<file path="config.mk">
export PLATFORM = sky130hd
export DESIGN_NAME = mem_access_stage
export DESIGN_NICKNAME = d
export VERILOG_FILES = /design/src/rtl/riscv_mem_pkg.sv /design/src/rtl/load_align.sv /design/src/rtl/mem_access_stage.sv
export SDC_FILE = /design/constraint.sdc
export NUM_CORES = 1
export LEC_CHECK = 0
export BUFFER_PORTS_ARGS = -buffer_cell sky130_fd_sc_hd__buf_2
export CORE_ASPECT_RATIO = 0.75
export CORE_UTILIZATION = 40
export DETAILED_ROUTE_END_ITERATION = 8
export PLACE_DENSITY = 0.68
export SLEW_MARGIN = 15
export SYNTH_ARGS = -nofsm -noshare
export SYNTH_HDL_FRONTEND = slang
export SYNTH_SLANG_ARGS = --single-unit
</file>
<file path="constraint.sdc">
create_clock -name clk -period 5.8 [get_ports clk]
set_input_delay 0.58 -clock clk [delete_from_list [all_inputs] [get_ports clk]]
set_output_delay 0.58 -clock clk [all_outputs]
set_load 0.01 [all_outputs]
</file>
<file path="src/rtl/riscv_mem_pkg.sv">
// Shared definitions for the MEM stage: funct3 access codes, FSM encoding and
// the size-driven helpers used for alignment checks and store lane steering.
package riscv_mem_pkg;

   localparam logic [2:0] F3_B  = 3'b000;
   localparam logic [2:0] F3_H  = 3'b001;
   localparam logic [2:0] F3_W  = 3'b010;
   localparam logic [2:0] F3_BU = 3'b100;
   localparam logic [2:0] F3_HU = 3'b101;

   typedef enum logic [1:0] {
      ST_IDLE = 2'd0,
      ST_BUSY = 2'd1,
      ST_DONE = 2'd2
   } mem_state_t;

   // Size code is funct3[1:0]: 00 byte, 01 half, anything else is a word access.
   function automatic logic misaligned(input logic [1:0] size, input logic [1:0] lo);
      case (size)
         2'b00:   return 1'b0;
         2'b01:   return lo[0];
         default: return lo != 2'b00;
      endcase
   endfunction

   function automatic logic [3:0] store_be(input logic [1:0] size, input logic [1:0] lo);
      case (size)
         2'b00:   return 4'b0001 << lo;
         2'b01:   return 4'b0011 << {lo[1], 1'b0};
         default: return 4'hF;
      endcase
   endfunction

   function automatic logic [31:0] store_wdata(input logic [1:0] size, input logic [31:0] d);
      case (size)
         2'b00:   return {4{d[7:0]}};
         2'b01:   return {2{d[15:0]}};
         default: return d;
      endcase
   endfunction

endpackage

</file>
<file path="src/rtl/load_align.sv">
// Picks the addressed byte/half out of a read word and sign- or zero-extends it
// according to funct3; word and undefined encodings return the word unchanged.
module load_align
   import riscv_mem_pkg::*;
(
   input  logic [31:0] rdata,
   input  logic [1:0]  addr_lo,
   input  logic [2:0]  funct3,
   output logic [31:0] data
);

   logic [7:0]  lane_b;
   logic [15:0] lane_h;

   // NOTE: every always_comb output gets a value on every path, otherwise a latch is inferred.
   always_comb begin
      lane_b = rdata[{addr_lo, 3'b000} +: 8];
      lane_h = addr_lo[1] ? rdata[31:16] : rdata[15:0];
      case (funct3)
         F3_B:    data = {{24{lane_b[7]}}, lane_b};
         F3_H:    data = {{16{lane_h[15]}}, lane_h};
         F3_BU:   data = {24'd0, lane_b};
         F3_HU:   data = {16'd0, lane_h};
         default: data = rdata;
      endcase
   end

endmodule

</file>
<file path="src/rtl/mem_access_stage.sv">
// MEM stage: passes ALU results straight through, runs loads/stores over a
// req/ready bus with a timeout, and presents the MEM/WB signal set.
module mem_access_stage
   import riscv_mem_pkg::*;
#(
   parameter int unsigned TIMEOUT_CYCLES = 255
) (
   input  logic        clk,
   input  logic        reset,
   input  logic        valid_in,
   input  logic [31:0] alu_result_in,
   input  logic [31:0] store_data_in,
   input  logic [2:0]  funct3_in,
   input  logic [4:0]  rd_in,
   input  logic        reg_write_in,
   input  logic        mem_to_reg_in,
   input  logic        mem_read_in,
   input  logic        mem_write_in,
   output logic        dmem_req,
   output logic        dmem_we,
   output logic [31:0] dmem_addr,
   output logic [31:0] dmem_wdata,
   output logic [3:0]  dmem_be,
   input  logic        dmem_ready,
   input  logic [31:0] dmem_rdata,
   output logic [31:0] mem_data_out,
   output logic [31:0] alu_result_out,
   output logic [4:0]  rd_out,
   output logic        reg_write_out,
   output logic        mem_to_reg_out,
   output logic        stall_out,
   output logic        misaligned_out,
   output logic        bus_err_out
);

   localparam logic [7:0] TIMEOUT_LAST = 8'(TIMEOUT_CYCLES - 1);

   mem_state_t  state;
   logic [7:0]  wait_cnt;
   logic [31:0] addr_q;
   logic [31:0] mem_data_q;
   logic [4:0]  rd_q;
   logic [2:0]  funct3_q;
   logic        reg_write_q;
   logic        mem_to_reg_q;
   logic        load_q;
   logic        err_q;
   logic [31:0] load_word;

   logic mem_op;
   logic bad_align;
   logic start;

   assign mem_op    = valid_in & (mem_read_in | mem_write_in);
   assign bad_align = mem_op & misaligned(funct3_in[1:0], alu_result_in[1:0]);
   assign start     = (state == ST_IDLE) & mem_op & ~bad_align;
   assign dmem_addr = {addr_q[31:2], 2'b00};

   load_align u_load_align (
      .rdata   (dmem_rdata),
      .addr_lo (addr_q[1:0]),
      .funct3  (funct3_q),
      .data    (load_word)
   );

   // NOTE: sequential state is assigned with <= only, so every flop samples pre-edge values.
   always_ff @(posedge clk) begin
      if (!reset) begin
         state        <= ST_IDLE;
         wait_cnt     <= '0;
         addr_q       <= '0;
         mem_data_q   <= '0;
         rd_q         <= '0;
         funct3_q     <= '0;
         reg_write_q  <= 1'b0;
         mem_to_reg_q <= 1'b0;
         load_q       <= 1'b0;
         err_q        <= 1'b0;
         dmem_req     <= 1'b0;
         dmem_we      <= 1'b0;
         dmem_wdata   <= '0;
         dmem_be      <= '0;
      end else begin
         case (state)
            ST_IDLE: begin
               if (start) begin
                  state        <= ST_BUSY;
                  dmem_req     <= 1'b1;
                  wait_cnt     <= '0;
                  err_q        <= 1'b0;
                  addr_q       <= alu_result_in;
                  dmem_we      <= mem_write_in;
                  dmem_wdata   <= store_wdata(funct3_in[1:0], store_data_in);
                  dmem_be      <= store_be(funct3_in[1:0], alu_result_in[1:0]);
                  rd_q         <= rd_in;
                  funct3_q     <= funct3_in;
                  reg_write_q  <= reg_write_in;
                  mem_to_reg_q <= mem_to_reg_in;
                  load_q       <= mem_read_in;
               end
            end
            ST_BUSY: begin
               wait_cnt <= wait_cnt + 8'd1;
               if (dmem_ready) begin
                  state      <= ST_DONE;
                  dmem_req   <= 1'b0;
                  mem_data_q <= load_q ? load_word : 32'd0;
               end else if (wait_cnt == TIMEOUT_LAST) begin
                  state      <= ST_DONE;
                  dmem_req   <= 1'b0;
                  err_q      <= 1'b1;
                  mem_data_q <= '0;
               end
            end
            ST_DONE: state <= ST_IDLE;
            default: state <= ST_IDLE;
         endcase
      end
   end

   // While an access is in flight the MEM/WB view comes from the captured copy.
   always_comb begin
      alu_result_out = alu_result_in;
      rd_out         = rd_in;
      mem_to_reg_out = mem_to_reg_in;
      reg_write_out  = reg_write_in & valid_in;
      mem_data_out   = '0;
      stall_out      = 1'b0;
      misaligned_out = 1'b0;
      bus_err_out    = 1'b0;
      case (state)
         ST_IDLE: begin
            if (bad_align) begin
               misaligned_out = 1'b1;
               reg_write_out  = 1'b0;
            end else if (mem_op) begin
               stall_out     = 1'b1;
               reg_write_out = 1'b0;
            end
         end
         ST_BUSY: begin
            alu_result_out = addr_q;
            rd_out         = rd_q;
            mem_to_reg_out = mem_to_reg_q;
            reg_write_out  = 1'b0;
            stall_out      = 1'b1;
         end
         ST_DONE: begin
            alu_result_out = addr_q;
            rd_out         = rd_q;
            mem_to_reg_out = mem_to_reg_q;
            reg_write_out  = reg_write_q & ~err_q;
            mem_data_out   = mem_data_q;
            bus_err_out    = err_q;
         end
         default: ;
      endcase
   end

endmodule
</file>
==> impl_metrics.tcl <==
set metrics [dict create \
    status "complete, no violations" \
    pre_cts_slack_ns 2.779 \
    hold_buffers 0 \
    p_per_area_mw_per_mm2 304.4 \
    hold_ws_ns 0.4108 \
    tns_ns 0 \
    cts_buffer_depth 2 \
    placeableCoreArea_mm2 0.01547 \
    highest_layer "met4" \
    synth_top_area_cell "dfxtp_1" \
    yosysSeqAreaShare 0.3866 \
    ir_drop_mv 0.1917 \
    synth_flop_cell "dfxtp_1" \
    cts_tree "built" \
    syn_avg_cell_area_um2 8.232 \
    port_buffers 253 \
    crit_required_ns 5.22 \
    path_clk_slew_ns 0.06 \
    via_per_inst 5.134 \
    drc_errors 0 \
    track_usage 0.2168 \
    area_growth_pct 26.38 \
    ys_types 47 \
    grt_pass1_vias 5383 \
    synthDominantCellAreaShare 0.3866 \
    critPathLaunchType "primary input" \
    holdCritPathClass "in -> reg" \
    yosys_warnings 0 \
    wl_met3_um 991 \
    num_rows 39 \
    fin_crit_ns 3.023 \
    crit_arrival_ns 2.44 \
    synthArstFlopShare 0 \
    vias 6084 \
    max_freq_ghz 0.3308 \
    routedWlPerCell_um 15.09 \
    chipWidth_um 148.3 \
    wirelength_um 17880 \
    grt_overflow 0 \
    leakage_nw 3.701 \
    synth_edf_count 0 \
    end_kind "output port" \
    initial_core_util 0.4151 \
    die_y_um 111.7 \
    met1_length_um 8509 \
    crit_type "in -> out" \
    setup_violations 0 \
    hold_violations 0 \
    ys_top_cells_by_area "dfxtp_1, nand2_1, mux2_2" \
    die-area_mm2 0.01657 \
    drtPass1Iterations 7 \
    drv_cap 0 \
    gp_congestion 0.8204 \
    cts_htree_levels 4 \
    cts_resized 0 \
    cts_buffers 17 \
    cts_sinks 124 \
    synth_common_cells "nand2_1, dfxtp_1, a21oi_1, mux2_2, o21ai_0" \
    clk_latency_ns 0.41 \
    slew_viol_final 0 \
    cp_max_fo 65 \
    netlist_instances 780 \
    root_buffer "clkbuf_16" \
    diodes 0 \
    wl_met2_um 8173 \
    yosysMostFrequentCell "nand2_1" \
    tightest_slew_ns 1.054 \
    grt_pass1_wl_um 28410 \
    fin_skew_ns 0.01215 \
    drive_gt1_frac 0.3490 \
    fin_crit_sh 0.5212 \
    worst_slack_ns 2.777 \
    nNetsFinal 1085 \
    ys_seq_elements 124 \
    syn_area_mm2 0.006421 \
    io_pins 256 \
    hpwl_um 12500 \
    antenna_found_initial 0 \
    rsz0062_at_grt "no" \
    postCtsSetupBuffers 0 \
    relSlewSlack 0.2963 \
    dr.first_iter.drc_count 469 \
    ant_nets 0 \
    grt_max_degree 95 \
]
-- through the flow --
stage	utilization	total power [mW]	cells	area [µm²]
floorplan	-	1.231	781	6425
global route	0.5246	2.585	1185	8115
global placement	0.4848	1.390	1153	7498
CTS	0.5245	2.497	1185	8114
detailed placement	0.4848	1.393	1153	7498
finish	0.5246	2.470	1185	8115
-- power breakdown --
group	switching (mW)	internal (mW)
combinational	0.256	0.192
clock	0.413	0.686
sequential	0.0317	0.892
total	0.700	1.77
-- path summary, 6_finish.rpt --
| check | startpoint | end | slack [ns] | cells past startpoint |
|---|---|---|---|---|
| max | funct3_in[1] | stall_out | 2.78 | 6 |
| min | rd_in[2] | rd_q[2]$_SDFFE_PN0P_ | 0.41 | 3 |
| max reg2reg | state[0]$_SDFFE_PN0P_ | dmem_be[0]$_SDFFE_PN0P_ | 3.23 | 7 |
| min reg2reg | mem_data_q[8]$_SDFFE_PN0P_ | mem_data_q[8]$_SDFFE_PN0P_ | 0.45 | 1 |
-- registers in the layout, indices dropped and copies added, names as in the netlist, 2 cells and up --
register and cells:
dmem_be 4, rd_q 5, dmem_wdata 32, addr_q 32
state 2, mem_data_q 32, funct3_q 3, wait_cnt 8
-- placed cells by master, fill, tap and decap left out, types with 6 or more instances in the layout --
cell and count:
buf_2 253, nand2_1 159, dfxtp_1 124, a21oi_1 90
mux2_2 46, o21ai_0 38, and2_1 34, nor2_1 26
a21o_1 26, a22o_1 17, clkbuf_16 17, mux2i_1 16
inv_1 9, a211oi_1 9, a311oi_1 9, a211o_1 8
or3_1 8, and3b_1 7, o2bb2ai_1 7, nand3_1 6
-- critical path, stage by stage --
cell,delay [ns]
buf_2,0.57
o21ai_1,0.32
nand3_2,0.15
buf_4,0.55
nand2_1,0.10
buf_2,0.16
-- cells by family after synthesis --
group / count (synthesis) / synth area share
and+or+nand+nor: 262 / 0.1880
AOI/OAI and AO/OA: 224 / 0.2229
DFF: 124 / 0.3866
buffers and inverters: 100 / 0.08106
muxes: 63 / 0.1091
adders and majority gates: 6 / 0.01169
other: 1 / 0.0005840
-- layout make-up --
type / count / area, µm²
Tap cell: 205 / 256.5
Inverter: 11 / 41.29
Sequential cell: 124 / 2482
Timing Repair Buffer: 256 / 1289
Multi-Input combinational cell: 557 / 3431
Fill cell: 1466 / 7353
Clock buffer: 18 / 429.2
Clock inverter: 14 / 186.4
-- per-layer routing --
metal | up-vias | global-route usage
li1 | 3063 | -
met1 | 2805 | 0.2973
met2 | 199 | 0.3352
met3 | 17 | 0.05287
met4 | 0 | 0.06460
met5 | - | 0
(Power assumes the default switching activity.)
